===== config.mk =====
export PLATFORM = sky130hd
export DESIGN_NAME = branch_resolve_unit
export DESIGN_NICKNAME = d
export VERILOG_FILES = /design/src/rtl/branch_resolve_unit.sv
export SDC_FILE = /design/constraint.sdc
export NUM_CORES = 1
export LEC_CHECK = 0
export CAP_MARGIN = 30
export CORE_MARGIN = 2
export CORE_UTILIZATION = 55
export CTS_CLUSTER_DIAMETER = 200
export CTS_CLUSTER_SIZE = 28
export DETAILED_ROUTE_END_ITERATION = 8
export DONT_BUFFER_PORTS = 1
export PLACE_DENSITY = 0.8
export SKIP_LAST_GASP = 1
export SYNTH_ARGS = -nofsm -noshare
export SYNTH_HDL_FRONTEND = slang
export SYNTH_SLANG_ARGS = --single-unit

===== constraint.sdc =====
create_clock -name i_clk -period 6.9 [get_ports i_clk]
set_clock_uncertainty 0.15 [all_clocks]
set_input_delay 1.38 -clock i_clk [delete_from_list [all_inputs] [get_ports i_clk]]
set_output_delay 1.38 -clock i_clk [all_outputs]
set_load 0.03 [all_outputs]

===== src/rtl/branch_resolve_unit.sv =====
// branch_resolve_unit
//   Closes the dynamic branch predictor loop. Fetch pushes each prediction into
//   an in-order queue. When execute resolves the oldest branch, the head entry is
//   compared against the actual outcome. The unit then produces:
//     - a one-cycle BHT update strobe,
//     - a one-cycle flush with a redirect PC on mispredict,
//     - saturating branch and mispredict counters.
//   All results are registered, so they appear one cycle after the resolving cycle.
//
// Ports:
//   i_clk, i_arst_n                         clock, async active-low reset
//   i_pred_valid/idx/taken/pc, o_pred_ready prediction push interface
//   i_res_valid/taken/target                resolution of the oldest branch
//   o_upd_en/addr/taken                     BHT write-back strobe
//   o_flush, o_redirect_pc                  mispredict flush and correct fetch PC
//   o_occupancy                             queued entry count
//   o_branch_cnt, o_mispredict_cnt          saturating statistics
module branch_resolve_unit #(
  parameter int unsigned DEPTH = 4,
  parameter int unsigned IDX_W = 5,
  parameter int unsigned PC_W  = 64,
  parameter int unsigned CNT_W = 16
) (
  input  logic                       i_clk,
  input  logic                       i_arst_n,
  input  logic                       i_pred_valid,
  input  logic [IDX_W-1:0]           i_pred_idx,
  input  logic                       i_pred_taken,
  input  logic [PC_W-1:0]            i_pred_pc,
  output logic                       o_pred_ready,
  input  logic                       i_res_valid,
  input  logic                       i_res_taken,
  input  logic [PC_W-1:0]            i_res_target,
  output logic                       o_upd_en,
  output logic [IDX_W-1:0]           o_upd_addr,
  output logic                       o_upd_taken,
  output logic                       o_flush,
  output logic [PC_W-1:0]            o_redirect_pc,
  output logic [$clog2(DEPTH):0]     o_occupancy,
  output logic [CNT_W-1:0]           o_branch_cnt,
  output logic [CNT_W-1:0]           o_mispredict_cnt
);

  localparam int unsigned PTR_W = $clog2(DEPTH);
  localparam int unsigned OCC_W = PTR_W + 1;
  localparam logic [OCC_W-1:0] Full = OCC_W'(DEPTH);

  logic [IDX_W-1:0] r_q_idx   [DEPTH];
  logic             r_q_taken [DEPTH];
  logic [PC_W-1:0]  r_q_pc    [DEPTH];
  logic [PTR_W-1:0] r_head, r_tail;
  logic [OCC_W-1:0] r_occ;

  logic             r_upd_en, r_upd_taken, r_flush;
  logic [IDX_W-1:0] r_upd_addr;
  logic [PC_W-1:0]  r_redirect_pc;
  logic [CNT_W-1:0] r_branch_cnt, r_mispredict_cnt;

  logic             w_ready, w_push, w_pop, w_mispred;
  logic [OCC_W-1:0] w_occ_nxt;

  // Ready depends only on registered state; the flush cycle refuses pushes.
  assign w_ready   = (r_occ < Full) && !r_flush;
  assign w_push    = i_pred_valid && w_ready;
  assign w_pop     = i_res_valid && (r_occ != '0);
  assign w_mispred = w_pop && (i_res_taken != r_q_taken[r_head]);

  always_comb begin
    w_occ_nxt = r_occ;
    unique case ({w_push, w_pop})
      2'b10:   w_occ_nxt = r_occ + OCC_W'(1);
      2'b01:   w_occ_nxt = r_occ - OCC_W'(1);
      default: w_occ_nxt = r_occ;
    endcase
  end

  always_ff @(posedge i_clk or negedge i_arst_n) begin
    if (!i_arst_n) begin
      for (int i = 0; i < DEPTH; i++) begin
        r_q_idx[i]   <= '0;
        r_q_taken[i] <= 1'b0;
        r_q_pc[i]    <= '0;
      end
      r_head           <= '0;
      r_tail           <= '0;
      r_occ            <= '0;
      r_upd_en         <= 1'b0;
      r_upd_addr       <= '0;
      r_upd_taken      <= 1'b0;
      r_flush          <= 1'b0;
      r_redirect_pc    <= '0;
      r_branch_cnt     <= '0;
      r_mispredict_cnt <= '0;
    end else begin
      if (w_push) begin
        r_q_idx[r_tail]   <= i_pred_idx;
        r_q_taken[r_tail] <= i_pred_taken;
        r_q_pc[r_tail]    <= i_pred_pc;
      end

      // A mispredict discards every queued entry, including one pushed this cycle.
      if (w_mispred) begin
        r_head <= '0;
        r_tail <= '0;
        r_occ  <= '0;
      end else begin
        if (w_pop)  r_head <= r_head + PTR_W'(1);
        if (w_push) r_tail <= r_tail + PTR_W'(1);
        r_occ <= w_occ_nxt;
      end

      r_upd_en <= w_pop;
      r_flush  <= w_mispred;
      if (w_pop) begin
        r_upd_addr  <= r_q_idx[r_head];
        r_upd_taken <= i_res_taken;
        if (r_branch_cnt != '1) r_branch_cnt <= r_branch_cnt + CNT_W'(1);
      end
      if (w_mispred) begin
        r_redirect_pc <= i_res_taken ? i_res_target : (r_q_pc[r_head] + PC_W'(4));
        if (r_mispredict_cnt != '1) r_mispredict_cnt <= r_mispredict_cnt + CNT_W'(1);
      end
    end
  end

  assign o_pred_ready     = w_ready;
  assign o_upd_en         = r_upd_en;
  assign o_upd_addr       = r_upd_addr;
  assign o_upd_taken      = r_upd_taken;
  assign o_flush          = r_flush;
  assign o_redirect_pc    = r_redirect_pc;
  assign o_occupancy      = r_occ;
  assign o_branch_cnt     = r_branch_cnt;
  assign o_mispredict_cnt = r_mispredict_cnt;

endmodule


After elaboration in Yosys (flattened, before gate mapping). Cells that the tools add are included. W data, S select, Z words.

Word-level logic and storage cells: 77. Register bits after elaboration: 391. Input bits: 139.

Order comparisons: 4. Eq/ne operators: 5. Bitwise logic cells: 2. Reductions and logical operators: 12. Mux-type cells: 25. Add/subtract/negate cells: 7.

Operators by type and width (count): $bwmux W256 (1); $mux W64 (4); $bmux W64 S2 (1); $demux W64 S2 (1); $add A64 B3 Y64 const B (1); $add A16 B1 Y16 const B (2); $ne A16 B16 Y1 const B (2); $bwmux W20 (1); $mux W5 (3); $bmux W5 S2 (1); $demux W5 S2 (1); $mux W2 (4); $ge A3 B3 Y1 const B (2); $not A2 Y3 (2); $pmux W3 S2 (1); $reduce_bool A3 Y1 (2); $logic_and A1 B1 Y1 (5); $add A2 B1 Y2 const B (2); $bwmux W4 (1); $reduce_and A2 Y1 (2); $reduce_bool A2 Y1 (2); $add A3 B1 Y3 const B (1); $lt A3 B1 Y1 const B (1); $lt A3 B3 Y1 const B (1); 9 further kinds (11).

Longest topological paths before layout.
Depth in word-level cells: 7. Gate-level depth with buffers: 11. Gate-level depth less buffers: 9.

Least setup slack after synthesis. Ideal clock, no wire load.

Kind: input to register. Start point: in i_res_valid. End point: reg r_occ[2] (netlist: o_occupancy[2]). Required time: 6.629 ns. Setup time: 0.121 ns. Path slack: 3.704 ns. Buffers on the path: 0. Stages: 8. Data arrival time: 2.925 ns. Path through: o31ai_1 -> clkinv_1 -> ha_1 -> fa_1 -> xnor2_1 -> nor2_1 -> xnor2_1 -> nor2_1.

Word-level cells in the longest chain between the ends: 4.

Ends and longest elaborated chain: start, declared (line 31) `input logic i_res_valid,`; $logic_and A1 B1 Y1 (*) (line 65) `assign w_pop = i_res_valid && (r_occ != '0);`; net w_pop (line 59) `logic w_ready, w_push, w_pop, w_mispred;`; $eq A2 B1 Y1 or $eq A2 B2 Y1 (tied branches) (line 70) `unique case ({w_push, w_pop})`; $pmux W3 S2 (line 70); $mux W3 (line 102) `if (w_mispred) begin`; end signal, assigned (line 109) `r_occ <= w_occ_nxt;`; end, declared (line 52) `logic [OCC_W-1:0] r_occ;`.

The timed path passes the listed nets; every way through them passes the cells marked *. A chain may end at the register's enable or synchronous reset.

Worst setup path in the final report.
Start point: reg r_head[0]. End point: reg r_redirect_pc[51] (netlist: o_redirect_pc[51]).

Word-level cells in the longest chain between the ends: 6.

Ends and longest elaborated chain: start, declared (line 51) `logic [PTR_W-1:0] r_head, r_tail;`; start signal, assigned (line 107) `if (w_pop) r_head <= r_head + PTR_W'(1);`; $not A2 Y3 (implied by the code) (*) (line 66, 120); $bmux W64 S2 or $bmux W1 S2 (tied branches) (line 120, 66); $mux W64 (implied by the code) or $mux W1 (tied branches) (2 in series) (line 120, 66); $add A64 B3 Y64 or $ne A1 B1 Y1 (tied branches) (line 120, 66); $mux W64 or $logic_and A1 B1 Y1 (tied branches) (line 120, 66); end signal, assigned (line 120) `r_redirect_pc <= i_res_taken ? i_res_target : (r_q_pc[r_head] + PC_W'(4));`; end, declared (line 56) `logic [PC_W-1:0] r_redirect_pc;`.

Every way passes the cells marked *; elsewhere a longest branch is shown, timed or not. The select of a mux whose other input is x is not followed.

==> impl_metrics.env <==
export IMPL_via_per_inst=6.27
export IMPL_combPwrFrac_pct=37.9
export IMPL_worstSetupEndpointType="flip-flop"
export IMPL_rsz0062_at_grt="no"
export IMPL_synth_mux_area_fraction_pct=26.8
export IMPL_syn_num_nets=1566
export IMPL_crit_buf_inv=1
export IMPL_rows=67
export IMPL_area_delta_synth_final_pct=3.96
export IMPL_fmax_ghz=0.249
export IMPL_clock_sink_count=391
export IMPL_core_um2=33400
export IMPL_critical_path_required_ns=7.21
export IMPL_die_width_um=188
export IMPL_rr_startpoint="r_head[0]$_DFFE_PN0P_"
export IMPL_post_place_ws_ns=2.80
export IMPL_synth_xor_area_share_pct=3.64
export IMPL_wire_per_inst_um=24.7
export IMPL_leakage_uw=0.00780
export IMPL_clk_path_buf_depth=3
export IMPL_synthCells=1418
export IMPL_hold_class="reg -> reg"
export IMPL_synth_ff_latch_count=391
export IMPL_netlist_area_um2=18500
export IMPL_ctsHoldBuffers=0
export IMPL_crit_type="reg -> reg"
export IMPL_synth_edf_count=0
export IMPL_drtIter0Drc=780
export IMPL_yosysMostFrequentCell="dfrtp_1"
export IMPL_route_detailed_drc=0
export IMPL_synth_area_leaders="dfrtp_1, mux2_2, mux4_2"
export IMPL_die_height_um=188
export IMPL_slew_violations=0
export IMPL_critPathTopFamily="simple AND/OR/NAND/NOR gates"
export IMPL_num_vias=11400
export IMPL_setup_slack_ns=2.89
export IMPL_initial_core_util_pct=55.5
export IMPL_synth_adder_area_share_pct=0.648
export IMPL_place_congestion=0.861
export IMPL_cts_tree="yes"
export IMPL_setup_viol_count_final=0
export IMPL_switching_share_pct=38.8
export IMPL_drive_above_1_share_pct=29.6
export IMPL_path_clk_slew_ns=0.11
export IMPL_min_period_over_period_pct=58.1
export IMPL_status="finished clean"
export IMPL_crit_chain="buf_4 -> mux4_2 -> and3_1 -> nand2_1 -> nor3_1 -> nand2_1 -> or4_1 -> nand3_1"
export IMPL_max_slew_worst_pin_slew_ns=1.48
export IMPL_grt_start_max_net_pins=392
export IMPL_power_switching_uw=3610
export IMPL_power_density_nw_per_um2=482
export IMPL_synth_top_family_by_area="multiplexers"
export IMPL_hold_viol_final=0
export IMPL_worst_slew_margin_rel_pct=1.02
export IMPL_holdWs_ns=0.361
export IMPL_seq_power_share_pct=49.8
export IMPL_fill_cells=2654
export IMPL_hpwlAfterDp_um=30400
export IMPL_arrival_ns=4.32
export IMPL_postSynthAreaPerCell_um2=13.1
export IMPL_cp_slowest_cell="dfrtp_4"
export IMPL_synth_compound_area_share_pct=4.13
export IMPL_final_nets=1510
export IMPL_crit_start="r_head[0]$_DFFE_PN0P_"
export IMPL_ir_drop_mv=0.193
export IMPL_num_io_pins=247
export IMPL_maxCapViolations=0
export IMPL_synth_warnings=0
export IMPL_antenna_found_initial=13
export IMPL_overflow=0
export IMPL_ys_types=58
export IMPL_ys_top_cells_by_count="dfrtp_1, mux2_2, nand2_1, nor2_1, mux4_2"
export IMPL_critical_path_peak_fanout=33
export IMPL_period_needed_ns=4.01
export IMPL_internal_power_uw=5680
export IMPL_yosys_area_share_simple_pct=9.55
export IMPL_synth_top_area_share_pct=52.8
export IMPL_h_tree_depth=1
export IMPL_clkPwrFrac_pct=12.3
export IMPL_fin_setup_tns_ns=0
export IMPL_first_pass_iters=5
export IMPL_hold_start="r_q_pc[215]$_DFFE_PN0P_"
export IMPL_drt_total_wl_um=44900
export IMPL_synth_area_leader_cell="dfrtp_1"
export IMPL_worstSkewPairLatency_ns=0.53
export IMPL_cts_setup_buffers=0
export IMPL_die_area_um2=35200
export IMPL_synth_main_ff_cell="dfrtp_1"
export IMPL_antenna_left=0
export IMPL_cts_buffers=17
export IMPL_cts_root_buf="clkbuf_16"
export IMPL_yosysSeqAreaShare_pct=52.8
export IMPL_io_buffer_count=0
export IMPL_slowest_delay_ns=0.76
export IMPL_crit_path_start_kind="flip-flop"
export IMPL_grt_pass1_vias=11900
export IMPL_crit_path_frequent_cell="nand2_1"
export IMPL_grt_pass1_wl_um=70000
export IMPL_cts_resized=0
export IMPL_track_usage_pct=25.6
export IMPL_async_flop_share_pct=100
-- cell type report --
type | instances | area, um2 | area share, %
flip-flops and latches | 391 | 9790 | 50.8
clock buffers | 20 | 437 | 2.27
well taps | 448 | 561 | 2.91
inverters | 12 | 45.0 | 0.234
diodes | 7 | 17.5 | 0.0909
repair buffers | 10 | 95.1 | 0.494
multi-input cells | 930 | 8320 | 43.2
-- flip-flops by register name (all words and copies together), names as in the netlist --
signal	cells
o_upd_en	1
o_occupancy	3
o_redirect_pc	64
r_head	2
r_q_idx	20
r_q_taken	4
r_tail	2
o_upd_taken	1
r_q_pc	256
o_mispredict_cnt	16
o_upd_addr	5
o_branch_cnt	16
o_flush	1
-- path summary, 6_finish.rpt --
path                                                  to  cells after the start  slack (ns)
setup / recovery           o_redirect_pc[51]$_DFFE_PN0P_                      8        2.89
hold / removal                   r_q_pc[215]$_DFFE_PN0P_                      1        0.36
setup reg to reg           o_redirect_pc[51]$_DFFE_PN0P_                      8        2.89
hold reg to reg                  r_q_pc[215]$_DFFE_PN0P_                      1        0.36
max in group asynchronous  o_redirect_pc[41]$_DFFE_PN0P_                      0        5.02
min in group asynchronous        r_q_pc[138]$_DFFE_PN0P_                      0        0.39
-- stage by stage --
| step | util, % | cells | power (uW) | instance area, um2 |
|---|---|---|---|---|
| 2_1_floorplan | - | 1418 | 7250 | 18500 |
| 3_3_place_gp | 56.3 | 1790 | 7970 | 18800 |
| 3_5_place_dp | 56.3 | 1790 | 8180 | 18800 |
| 4_1_cts | 57.6 | 1810 | 9310 | 19200 |
| 5_1_grt | 57.7 | 1815 | 9840 | 19300 |
| 6_report | 57.7 | 1818 | 9290 | 19300 |
-- cell families (layout without fill, tap and decap cells) --
logic type,Yosys count,in the layout
flip-flops,391,391
multiplexers,373,373
AND/OR/NAND/NOR,346,346
AO/OA/AOI/OAI,125,125
buffers and inverters,97,42
XOR/XNOR,77,77
adder cells (fa/ha/maj),9,9
other,0,7
-- power groups by stage --
stage	Combinational, uW	Sequential [uW]	Clock, uW
final	3520	4620	1140
after detailed placement	3510	4670	0
after CTS	3520	4620	1170
after floorplan	2980	4280	0
after global placement	3370	4600	0
after global routing	3840	4750	1250
-- metal layers --
metal / global-route usage, % / vias to the layer above / share of wire, %
met5: 0 / - / 0.19
met4: 8.81 / 12 / 3.6
met3: 9.21 / 83 / 9.9
met2: 40.5 / 369 / 47
met1: 32.8 / 5927 / 40
li1: - / 5015 / -
-- cells in the final DEF (no fill, tap or decap), types with 10 or more instances in the layout --
| master | Yosys | final |
|---|---|---|
| a21oi_1 | 21 | 21 |
| clkbuf_16 | 0 | 17 |
| dfrtp_1 | 391 | 389 |
| mux2_2 | 290 | 290 |
| mux2i_1 | 16 | 16 |
| mux4_2 | 60 | 60 |
| nand2_1 | 122 | 122 |
| nand2b_1 | 11 | 11 |
| nand3_1 | 40 | 40 |
| nand4_1 | 23 | 23 |
| nor2_1 | 61 | 61 |
| nor3_1 | 24 | 24 |
| nor4_1 | 10 | 10 |
| o21ai_0 | 54 | 54 |
| xnor2_1 | 47 | 47 |
| xor2_1 | 30 | 30 |
Power figures use the tool's default switching activity.
